<file path="src/rtl/sample_rom_if.sv">
// Sample ROM address/data port: the player drives the address counter controls,
// the ROM returns the byte at the current counter position.
interface sample_rom_if;
    logic [15:0] sample_addr_out;
    logic [1:0]  sample_addr_wr;
    logic        sample_inc;
    logic [7:0]  sample_data;

    modport master (
        output sample_addr_out,
        output sample_addr_wr,
        output sample_inc,
        input  sample_data
    );

    modport slave (
        input  sample_addr_out,
        input  sample_addr_wr,
        input  sample_inc,
        output sample_data
    );
endinterface

</file>
<file path="src/rtl/sample_player.sv">
// 8-bit PCM sample playback engine: loads the ROM address counter, fetches one
// byte per playback strobe, and stops on a 0x00 marker, a stop request or a length cap.
module sample_player #(
    parameter int unsigned MAX_LEN = 131072,
    parameter logic [7:0]  SILENCE = 8'h80
) (
    input  logic         clk,
    input  logic         reset_n,
    input  logic         ce_sample,
    input  logic         start,
    input  logic [12:0]  start_addr,
    input  logic         stop,
    sample_rom_if.master rom,
    output logic [7:0]   dac_out,
    output logic         dac_valid,
    output logic         busy,
    output logic         done
);
    localparam logic [17:0] MAX_LEN_C = 18'(MAX_LEN);

    typedef enum logic [2:0] {
        ST_IDLE   = 3'd0,
        ST_LOAD   = 3'd1,
        ST_WAIT   = 3'd2,
        ST_PLAY   = 3'd3,
        ST_INC    = 3'd4,
        ST_SETTLE = 3'd5
    } state_t;

    state_t      state_r;
    state_t      next_s;
    logic [17:0] byte_cnt_r;
    logic        pending_r;
    logic [15:0] addr_out_r;
    logic [1:0]  addr_wr_r;
    logic        inc_r;
    logic [7:0]  dac_out_r;
    logic        dac_valid_r;
    logic        busy_r;
    logic        done_r;
    logic        service_s;
    logic        marker_s;
    logic        limit_s;
    logic        fetch_state_s;

    // Next-state logic: start beats stop, stop beats strobe servicing.
    always_comb begin
        service_s     = (state_r == ST_PLAY) && (ce_sample || pending_r);
        marker_s      = (rom.sample_data == 8'h00);
        limit_s       = ((byte_cnt_r + 18'd1) == MAX_LEN_C);
        fetch_state_s = (state_r == ST_LOAD) || (state_r == ST_WAIT) ||
                        (state_r == ST_INC)  || (state_r == ST_SETTLE);
        next_s        = state_r;
        if (start) begin
            next_s = ST_LOAD;
        end else if (stop && (state_r != ST_IDLE)) begin
            next_s = ST_IDLE;
        end else begin
            case (state_r)
                ST_IDLE:   next_s = ST_IDLE;
                ST_LOAD:   next_s = ST_WAIT;
                ST_WAIT:   next_s = ST_PLAY;
                ST_PLAY: begin
                    if (!service_s) begin
                        next_s = ST_PLAY;
                    end else if (marker_s || limit_s) begin
                        next_s = ST_IDLE;
                    end else begin
                        next_s = ST_INC;
                    end
                end
                ST_INC:    next_s = ST_SETTLE;
                ST_SETTLE: next_s = ST_PLAY;
                default:   next_s = ST_IDLE;
            endcase
        end
    end

    // FSM state register.
    always_ff @(posedge clk) begin
        if (!reset_n) begin
            state_r <= ST_IDLE;
        end else begin
            state_r <= next_s;
        end
    end

    // ROM control outputs are decoded from the next state so they line up with LOAD/INC.
    always_ff @(posedge clk) begin
        if (!reset_n) begin
            addr_out_r <= 16'h0000;
            addr_wr_r  <= 2'b00;
            inc_r      <= 1'b0;
            busy_r     <= 1'b0;
            pending_r  <= 1'b0;
        end else begin
            addr_wr_r <= (next_s == ST_LOAD) ? 2'b11 : 2'b00;
            inc_r     <= (next_s == ST_INC);
            busy_r    <= (next_s != ST_IDLE);
            if (start) begin
                addr_out_r <= {3'b000, start_addr};
            end else begin
                addr_out_r <= addr_out_r;
            end
            // One-deep strobe memory covering the cycles where ROM data is not yet valid.
            if (start || (next_s == ST_IDLE) || service_s) begin
                pending_r <= 1'b0;
            end else if (ce_sample && fetch_state_s) begin
                pending_r <= 1'b1;
            end else begin
                pending_r <= pending_r;
            end
        end
    end

    // Sample output, byte counter and end-of-playback pulse.
    always_ff @(posedge clk) begin
        if (!reset_n) begin
            dac_out_r   <= SILENCE;
            dac_valid_r <= 1'b0;
            done_r      <= 1'b0;
            byte_cnt_r  <= 18'd0;
        end else begin
            dac_valid_r <= 1'b0;
            done_r      <= 1'b0;
            if (start) begin
                byte_cnt_r <= 18'd0;
            end else if ((state_r == ST_IDLE) || stop) begin
                dac_out_r <= SILENCE;
            end else if (service_s) begin
                if (marker_s) begin
                    dac_out_r <= SILENCE;
                    done_r    <= 1'b1;
                end else begin
                    dac_out_r   <= rom.sample_data;
                    dac_valid_r <= 1'b1;
                    byte_cnt_r  <= byte_cnt_r + 18'd1;
                    done_r      <= limit_s;
                end
            end else begin
                dac_out_r <= dac_out_r;
            end
        end
    end

    assign rom.sample_addr_out = addr_out_r;
    assign rom.sample_addr_wr  = addr_wr_r;
    assign rom.sample_inc      = inc_r;
    assign dac_out             = dac_out_r;
    assign dac_valid           = dac_valid_r;
    assign busy                = busy_r;
    assign done                = done_r;
endmodule
</file>
<file path="src/flat_wrapper.sv">
// flat-port wrapper written by rule: the top's interface ports become plain ports
module sample_player_flat 
#(
    parameter int unsigned MAX_LEN = 131072,
    parameter logic [7:0]  SILENCE = 8'h80
)
  (clk, reset_n, ce_sample, start, start_addr, stop, dac_out, dac_valid, busy, done, rom_sample_addr_out, rom_sample_addr_wr, rom_sample_inc, rom_sample_data);
  sample_rom_if rom_i ();
  input  logic clk;
  input  logic reset_n;
  input  logic ce_sample;
  input  logic start;
  input  logic [12:0] start_addr;
  input  logic stop;
  output logic [7:0] dac_out;
  output logic dac_valid;
  output logic busy;
  output logic done;
  output wire logic [$bits(rom_i.sample_addr_out)-1:0] rom_sample_addr_out;
  output wire logic [$bits(rom_i.sample_addr_wr)-1:0] rom_sample_addr_wr;
  output wire logic [$bits(rom_i.sample_inc)-1:0] rom_sample_inc;
  input wire logic [$bits(rom_i.sample_data)-1:0] rom_sample_data;
  assign rom_sample_addr_out = rom_i.sample_addr_out;
  assign rom_sample_addr_wr = rom_i.sample_addr_wr;
  assign rom_sample_inc = rom_i.sample_inc;
  assign rom_i.sample_data = rom_sample_data;
  sample_player #(.MAX_LEN(MAX_LEN), .SILENCE(SILENCE)) u_core (.clk(clk), .reset_n(reset_n), .ce_sample(ce_sample), .start(start), .start_addr(start_addr), .stop(stop), .rom(rom_i), .dac_out(dac_out), .dac_valid(dac_valid), .busy(busy), .done(done));
endmodule
</file>
<file path="config.mk">
export PLATFORM = sky130hd
export DESIGN_NAME = sample_player_flat
export DESIGN_NICKNAME = d
export VERILOG_FILES = /design/src/rtl/sample_rom_if.sv /design/src/rtl/sample_player.sv /design/src/flat_wrapper.sv
export SDC_FILE = /design/constraint.sdc
export NUM_CORES = 1
export LEC_CHECK = 0
export BUFFER_PORTS_ARGS = -buffer_cell sky130_fd_sc_hd__buf_4
export CORE_MARGIN = 2
export CORE_UTILIZATION = 45
export DETAILED_ROUTE_END_ITERATION = 7
export PLACE_DENSITY = 0.72
export SYNTH_ARGS = -nofsm -noshare
export SYNTH_HDL_FRONTEND = slang
export SYNTH_SLANG_ARGS = --single-unit
export TNS_END_PERCENT = 10
</file>
<file path="constraint.sdc">
create_clock -name clk -period 1.9 [get_ports clk]
set_clock_uncertainty 0.1 [all_clocks]
set_input_delay 0.285 -clock clk [delete_from_list [all_inputs] [get_ports clk]]
set_output_delay 0.285 -clock clk [all_outputs]
set_load 0.05 [all_outputs]
</file>
==> results.md, run 1 <==
* Vias in the first global route at 1913
* Drt first-iter violations at 81
* Final period utilization at 96.7%
* Inserted Clock Buffers at 5
* CTS root buf: clkbuf_8
* H-tree depth at 2
* Initial Util at 46.2%
* Lkg Pwr at 1.25 nW
* Peak VDD IR at 0.606 mV
* Placed cells at 401
* Dpl cell area at 0.00296 mm²
* Num ports at 56
* Final Hold Vio Count at 0
* Place WS at -0.0166 ns
* Area of the core at 0.00504 mm²
* PnR worst setup slack at 0.0626 ns
* Drc violations at 0
* First-pass GRT wire length at 8.54 mm
* Startpoint types: register
* Die H at 76.0 µm
* Std cell rows at 26
* Dominant synthesized flop cell: dfxtp_1
* Status: finished, final reports clean
* Hold Path Class: in2reg
* Internal at 0.00143 W
* Most common cell after layout, fill and taps aside: buf_4
* Remaining antenna violation count at 0
* Final worst path period need at 1.84 ns
* Worst skew pair latency at 0.30 ns
* Die area at 0.00577 mm²
* Synth cell types at 46
* Fmax at 544 MHz
* Post-Route WL at 5.02 mm
* Synth top area cells: dfxtp_1, mux2i_1, nor2_1, nor2b_1, xnor2_1
* Final Wtd Congestion at 0.812
* Syn avg cell area at 8.79 µm²
* ANT cells at 0
* Clock Pin Slew Worst Setup and Hold Paths at 0.09 ns
* Crit Path Category: reg2reg
* Number of nets in the layout at 366
* Drt wl/cell at 12.3 µm
* IO Port Bufs at 52
* Synth Instances at 265
* Final cell count without fillers at 410
* Combinational cell fraction of total power at 14.1%
* Flops & latches, synth at 48
* Vias at 2042
* Via density at 4.98
* Initial antenna violation count at 0
* Power per cell area at 623 mW/mm²
* Total grt overflow at 0
* Commonest non-fill, non-tap cells in the layout: buf_4, dfxtp_1, nor2_1
* Req. time, crit path at 2.00 ns
* Final setup fails at 0
* Clock Sinks at 48
* Finished Cell Area at 0.00312 mm²
* Mapped Area at 0.00233 mm²
* Max cap viols at 0
* Sequential cell area fraction in the yosys report at 41.2%
* EDFF count, synth at 0
* Synth top area share at 41.2%
* Worst EP arrival at 1.94 ns
* Ys Warns at 0
* Largest net degree at the start of global routing at 27
* P_sw at 0.000515 W
* Setup crit end kind: register
* Global-route usage over all layers at 18.0%
* FILL cells at 442
* Net switching fraction of the power at 26.5%
* Clock Path Buffers at 2
* Die Span X at 76.0 µm
* Synth area leader: dfxtp_1
* Final HPWL DP at 3.57 mm
* Slew Viols, Final at 0
* Area growth syn-to-layout at 34.0%
* Share of layout cells above drive strength 1 at 35.0%
* Async SR Flop Fraction at 0%
* CTS tree: yes
* RSZ-0062 raised after global routing: yes
* DRT Pass-1 Iters at 4
* Worst-path fanout max at 5
* CTS Hold Buffers Added at 0
* Clock power share at 32.4%
* Sequential Power Share at 53.5%
metal layers:
layer  track usage [%]  vias to the layer above  routed length (µm)
li1                  -                     1051                   -
met1              22.7                      935                2280
met3              4.76                        6                 256
met5                 0                        -                   0
met4              6.00                        0                  53
met2              30.1                       50                2440
stage by stage:
stage / total power, W / hold slack (ns) / TNS, ns / utilization (%)
6_report: 0.00194 / 0.140 / 0 / 61.9
5_1_grt: 0.00204 / 0.139 / -0.190 / 61.9
4_1_cts: 0.00198 / 0.130 / 0 / 61.1
3_5_place_dp: 0.00134 / 0.364 / -0.0366 / 58.7
3_3_place_gp: 0.00134 / 0.350 / 0 / 58.7
2_1_floorplan: 0.00124 / 0.318 / 0 / -
power groups by stage:
stage,logic (W),registers (W),clock network [W]
4_1_cts,0.000276,0.00104,0.000659
3_3_place_gp,0.000273,0.00106,0
6_report,0.000274,0.00104,0.000630
2_1_floorplan,0.0000999,0.00114,0
5_1_grt,0.000293,0.00104,0.000704
3_5_place_dp,0.000275,0.00106,0
Yosys cell counts, types with 2 or more instances:
library cell	count
dfxtp_1	48
nor2_1	30
nand2_1	24
nand3_1	16
nor2b_1	16
mux2i_1	15
nor3_1	11
xnor2_1	11
xor2_1	10
a21boi_0	9
o21ai_0	8
clkbuf_1	6
a21oi_1	5
buf_4	5
a31oi_1	4
buf_2	4
nand4_1	4
inv_1	3
a211oi_1	2
and3_1	2
and4_1	2
nand2b_1	2
nand3_4	2
nor4_1	2
o21a_1	2
or2_2	2
timing repair:
action / in CTS / in global routing
setup endpoints to repair: 4 / 8
buffers inserted: 1 / 0
pin swaps: 5 / 4
gates cloned: 0 / 0
gates resized for setup: 6 / 14
sequential cells by signal, summed over array words and instances (netlist names):
name and count:
u_core.state_r 3, u_core.byte_cnt_r 18, u_core.dac_out 8, u_core.rom.sample_addr_wr 1
u_core.dac_valid 1, u_core.pending_r 1, u_core.rom.sample_inc 1, u_core.done 1
u_core.busy 1, u_core.rom.sample_addr_out 13
cells by family (layout without fill, tap and decap cells):
family	count (synthesis)	after routing	synth area share, %
compound gates	38	38	11.3
xor+xnor	21	21	7.89
fa+ha+maj	1	1	0.537
buf+inv	20	93	4.30
flops	48	48	41.2
mux	15	15	6.44
other cells	1	3	0.161
simple gates	121	121	28.1
path summary, 6_finish.rpt:
path	start	end	slack, ns	cells after the start
hold / removal	start_addr[1]	u_core.rom.sample_addr_out[1]	0.14	3
setup / recovery	u_core.byte_cnt_r[0]	u_core.done	0.06	6
hold reg to reg	u_core.dac_out[1]	u_core.dac_out[1]	0.37	2
setup reg to reg	u_core.byte_cnt_r[0]	u_core.done	0.06	6
cell type report:
| cell class | instances | area [µm²] | area share [%] |
|---|---|---|---|
| clock buffers | 7 | 86.3 | 2.76 |
| clock inverters | 1 | 7.51 | 0.240 |
| inverters | 3 | 11.3 | 0.361 |
| multi-input cells | 199 | 1330 | 42.6 |
| flip-flops and latches | 48 | 971 | 31.1 |
| well taps | 70 | 87.6 | 2.80 |
| repair buffers | 82 | 628 | 20.1 |
worst max-delay path, cell delays in order, from the launching register on:
cell,delay [ns]
dfxtp_1,0.36
ha_1,0.20
nand3_2,0.16
or3_4,0.41
o21ai_2,0.19
o31ai_4,0.11
a31o_1,0.21
No activity file was read; power rests on OpenSTA's default activity.
==> run 2, diff against run 1 <==
RECOVER_POWER = 25   (was unset)
==> run 2 against run 1 <==
  * Clock-buffer cell count unchanged
  * Core utilization decreased by 0.37 points
  * Critical path type unchanged
  * Clock power about the same
  * Routed wire length increased by 0.16%
  * Sequential cell count unchanged
  * Critical endpoint unchanged
  * Global-route usage unchanged
  * First-iteration DRC count decreased by 4.9%
==> results.md, run 2 (same netlist as run 1, synthesis figures left out) <==
* Status: finished, final reports clean
* Fmax at 545 MHz
* Largest net degree at the start of global routing at 27
* FILL cells at 450
* Sequential Power Share at 53.6%
* Area of the core at 0.00504 mm²
* WP buf/inv at 0
* Inserted Clock Buffers at 5
* Remaining antenna violation count at 0
* Cell family with most CP delay: simple AND/OR/NAND/NOR gates
* Die area at 0.00577 mm²
* Largest reg by FF count: u_core.byte_cnt_r
* Area growth syn-to-layout at 33.2%
* Std cell rows at 26
* IO Port Bufs at 52
* P_sw at 0.000517 W
* Setup crit end kind: register
* Internal at 0.00143 W
* Combinational cell fraction of total power at 13.9%
* Drt first-iter violations at 77
* Worst skew pair latency at 0.30 ns
* CTS Hold Buffers Added at 0
* Place WS at -0.0166 ns
* CTS tree: yes
* DRT Pass-1 Iters at 4
* Worst EP arrival at 1.94 ns
* Peak VDD IR at 0.603 mV
* Initial Util at 46.2%
* Vias at 2044
* Hold Path Class: in2reg
* Die H at 76.0 µm
* Die Span X at 76.0 µm
* Max reg flops at 18
* Setup_tns at 0 ns
* Post-Route WL at 5.03 mm
* Clock Path Buffers at 2
* Vias in the first global route at 1913
* Clock power share at 32.5%
* Core Util, Final at 61.6%
* CTS root buf: clkbuf_8
* Final worst path period need at 1.84 ns
* Net switching fraction of the power at 26.6%
* Share of layout cells above drive strength 1 at 33.5%
* Clock Sinks at 48
* Hold slack at 0.140 ns
* Pwr Total at 0.00194 W
* Final Hold Vio Count at 0
* Clock Pin Slew Worst Setup and Hold Paths at 0.09 ns
* Power per cell area at 626 mW/mm²
* Hold path start: start_addr[1]
* Slew Viols, Final at 0
* Crit Path Category: reg2reg
* PnR worst setup slack at 0.0637 ns
* H-tree depth at 2
* Most common cell after layout, fill and taps aside: buf_4
* Worst Max-Slew Pin Slew at 1.24 ns
* CP max-delay cell: or3_4
* Num ports at 56
* Via density at 4.99
* Final Wtd Congestion at 0.812
* RSZ-0062 raised after global routing: yes
* Max cap viols at 0
* Initial antenna violation count at 0
* Start of the worst register-to-register path: u_core.byte_cnt_r[0]
* Req. time, crit path at 2.00 ns
* Worst slew margin at 17.6%
* Startpoint types: register
* Final HPWL DP at 3.57 mm
* Drt wl/cell at 12.3 µm
* Drc violations at 0
* Lkg Pwr at 1.23 nW
* Commonest non-fill, non-tap cells in the layout: buf_4, dfxtp_1, nor2_1
* ANT cells at 0
* First-pass GRT wire length at 8.54 mm
* Critical-path cell list: ha_1 -> nand3_2 -> or3_4 -> o21ai_2 -> o31ai_4 -> a31o_1
* CP max stage delay at 0.41 ns
* Final period utilization at 96.6%
* CP startpoint: u_core.byte_cnt_r[0]
* Total grt overflow at 0
* Final setup fails at 0
* Global-route usage over all layers at 18.0%
* Number of nets in the layout at 366
* Worst-path fanout max at 5
==> run 2: changes by cell type in the layout (fill, tap and decap cells not counted) <==
cell and change:
clkbuf_1 +5, buf_4 -5
==> run 2: layout make-up <==
| cell class | instances | area (µm²) | share of cell area (%) |
|---|---|---|---|
| Multi-Input combinational cell | 199 | 1330 | 42.9 |
| Sequential cell | 48 | 971 | 31.3 |
| Timing Repair Buffer | 82 | 609 | 19.6 |
| Tap cell | 70 | 87.6 | 2.82 |
| Clock buffer | 7 | 86.3 | 2.78 |
| Inverter | 3 | 11.3 | 0.363 |
| Clock inverter | 1 | 7.51 | 0.242 |
==> run 2: final timing paths <==
| kind | to | slack (ns) | cells past startpoint |
|---|---|---|---|
| setup / recovery | u_core.done | 0.06 | 6 |
| hold / removal | u_core.rom.sample_addr_out[1] | 0.14 | 3 |
| setup reg to reg | u_core.done | 0.06 | 6 |
| hold reg to reg | u_core.dac_out[1] | 0.37 | 2 |
==> run 2: power groups by stage <==
stage               sequential, W  clock [W]  combinational, W
finish                    0.00104   0.000631          0.000271
global route              0.00104   0.000704          0.000290
CTS                       0.00104   0.000659          0.000276
detailed placement        0.00106          0          0.000275
global placement          0.00106          0          0.000273
floorplan                 0.00114          0         0.0000999
==> run 2: metal layers <==
metal / global-route usage (%) / routed length, µm / vias to the layer above
met5: 0 / 0 / -
met4: 6.00 / 55 / 0
met3: 4.76 / 224 / 7
met2: 30.1 / 2450 / 40
met1: 22.7 / 2300 / 945
li1: - / - / 1052
==> run 2: through the flow <==
step,area (µm²),cells
finish,3100,410
global route,3100,410
detailed placement,2960,401
floorplan,2340,267
global placement,2960,401
CTS,3080,410
==> run 2: tightest hold or removal path, delay by kind of cell <==
family,cells,cell delay [ns]
buf+inv,1,0.07
mux,1,0.05
simple gates,1,0.09
==> run 2: repair_timing <==
item | in CTS | in global routing
endpoints found under the setup margin | 4 | 8
resized for setup | 6 | 14
buffers inserted | 1 | 0
pin swaps | 5 | 4
==> run 3, diff against run 2 <==
CORE_MARGIN = unset   (was 2)
==> run 3 against run 2 <==
  * Design area decreased by 0.12%
  * Maximum frequency shrank 2.6%
  * Hold slack got worse by 0.0046 ns
  * Clock power is 22% higher
  * Combinational power barely moved
  * Sequential share of layout area is 0.20 points higher
==> results.md, run 3 (same netlist as run 1, synthesis figures left out) <==
* Slew Viols, Final at 0
* Area growth syn-to-layout at 33.1%
* RSZ-0062 raised after global routing: yes
* Inserted Clock Buffers at 5
* Power per cell area at 672 mW/mm²
* Hold path start: start_addr[11]
* CTS root buf: clkbuf_8
* Drc violations at 0
* Die H at 74.0 µm
* DRT Pass-1 Iters at 4
* CP max-delay cell: or3_4
* Critical-path cell list: ha_2 -> nand3_2 -> or3_4 -> o21ai_0 -> o31ai_2 -> a31o_1
* Initial Util at 48.1%
* R2R setup slack at 0.01 ns
* Die area at 0.00547 mm²
* Worst EP arrival at 1.99 ns
* Global-route usage over all layers at 19.9%
* Reg-to-Reg End: u_core.done
* Final worst path period need at 1.89 ns
* Peak VDD IR at 0.466 mV
* Worst slew margin at 17.5%
* Final Wtd Congestion at 0.781
* Drt first-iter violations at 79
* DR top layer: met4
* Via density at 5.06
* CTS tree: yes
* Reg2Reg Depth at 6
* Lkg Pwr at 1.24 nW
* FILL cells at 428
* Worst-path fanout max at 5
* Finished Cell Area at 0.00310 mm²
* Final period utilization at 99.2%
* Share of layout cells above drive strength 1 at 32.4%
* Status: finished, final reports clean
* Worst Max-Slew Pin Slew at 1.24 ns
* CP max stage delay at 0.38 ns
* IO Port Bufs at 52
* Post-Route WL at 5.23 mm
* Clock Pin Slew Worst Setup and Hold Paths at 0.09 ns
* Max reg flops at 18
* Crit Path Category: reg2reg
* Hold Path Class: in2reg
* Final HPWL DP at 3.73 mm
* Multi-input logic area at 0.00130 mm²
* Vias in the first global route at 1930
* Die Span X at 74.0 µm
* Wl on met1 at 2.43 mm
* Remaining antenna violation count at 0
* Max cap viols at 0
* Req. time, crit path at 2.01 ns
* Std cell rows at 25
* First-pass GRT wire length at 8.47 mm
* Register area at 976 µm²
* Wire length on met2 at 2.51 mm
* Final Hold Vio Count at 0
* Number of nets in the layout at 366
* Largest net degree at the start of global routing at 27
* Clock Path Buffers at 2
* Total grt overflow at 0
* Vias at 2058
* Start of the worst register-to-register path: u_core.byte_cnt_r[0]
* Initial antenna violation count at 0
* Fmax at 530 MHz
* Hold Crit Depth at 3
* Commonest non-fill, non-tap cells in the layout: buf_4, dfxtp_1, nor2_1
* Area of the core at 0.00485 mm²
* Largest reg by FF count: u_core.byte_cnt_r
* ANT cells at 0
* Startpoint types: register
* Met3 routed WL at 238 µm
* Num ports at 56
* Drt wl/cell at 12.9 µm
* Hold path endpoint: u_core.rom.sample_addr_out[11]
* Core Util, Final at 63.9%
* Dpl cell area at 0.00296 mm²
* Clock Sinks at 48
* Worst skew pair latency at 0.30 ns
* Final setup fails at 0
* Setup crit end kind: register
* H-tree depth at 2
* Most common cell after layout, fill and taps aside: buf_4
[run 3: cell types whose count changed in the layout (fill, tap and decap cells not counted), sizes merged]
cell | previous run | this run
bufinv | 0 | 1
clkinv | 0 | 1
clkinvlp | 1 | 0
clkbuf | 12 | 11
[run 3: worst max path at each step]
| stage | depth (start not counted) | slack (ns) | endpoint | from |
|---|---|---|---|---|
| 3_5_place_dp | 8 | -0.05 | u_core.done | u_core.byte_cnt_r[1] |
| 2_1_floorplan | 6 | 0.002 | u_core.done | u_core.byte_cnt_r[0] |
| 3_3_place_gp | 8 | 0.0003 | u_core.done | u_core.byte_cnt_r[1] |
| 6_report | 6 | 0.01 | u_core.done | u_core.byte_cnt_r[0] |
| 5_1_grt | 8 | -0.14 | u_core.busy | u_core.byte_cnt_r[1] |
| 4_1_cts | 8 | 0.009 | u_core.done | u_core.byte_cnt_r[0] |
[run 3: power by group]
part | switching, W | internal [W]
sequential | 0.0000115 | 0.00103
combinational | 0.000170 | 0.000104
clock | 0.000342 | 0.000430
total | 0.000523 | 0.00156
[run 3: layout make-up]
type                            instances  share of cell area (%)
Clock inverter                          2                    1.25
Clock buffer                            6                    2.66
Sequential cell                        48                    31.5
Tap cell                               67                    2.70
Timing Repair Buffer                   82                    19.7
Inverter                                3                   0.363
Multi-Input combinational cell        199                    41.9
[run 3: what timing repair did]
| item | CTS | global route |
|---|---|---|
| hold buffers | 0 | 0 |
| resized for setup | 5 | 10 |
| pin swaps | 1 | 1 |
| setup buffers | 1 | 0 |
| endpoints found under the setup margin | 4 | 6 |
[run 3: metrics by stage]
stage / std cells / total power (W) / setup slack (ns) / hold slack (ns) / TNS, ns
finish: 407 / 0.00208 / 0.0146 / 0.135 / 0
global route: 407 / 0.00216 / -0.144 / 0.138 / -0.526
CTS: 407 / 0.00211 / 0.00917 / 0.138 / 0
detailed placement: 398 / 0.00134 / -0.0472 / 0.359 / -0.143
global placement: 398 / 0.00134 / 0.000342 / 0.351 / 0
floorplan: 267 / 0.00124 / 0.00223 / 0.318 / 0
[run 3: per-layer routing]
layer	vias up	global-route usage [%]
met5	-	0
met4	0	7.26
met3	5	3.79
met2	45	32.9
met1	952	25.9
li1	1056	-
[run 3: worst max-delay path: cells and delay by family, from the launching register on]
family | cells | cell delay [ns]
AOI/OAI and AO/OA | 3 | 0.63
adders and majority gates | 1 | 0.21
and+or+nand+nor | 2 | 0.49
DFF | 1 | 0.37
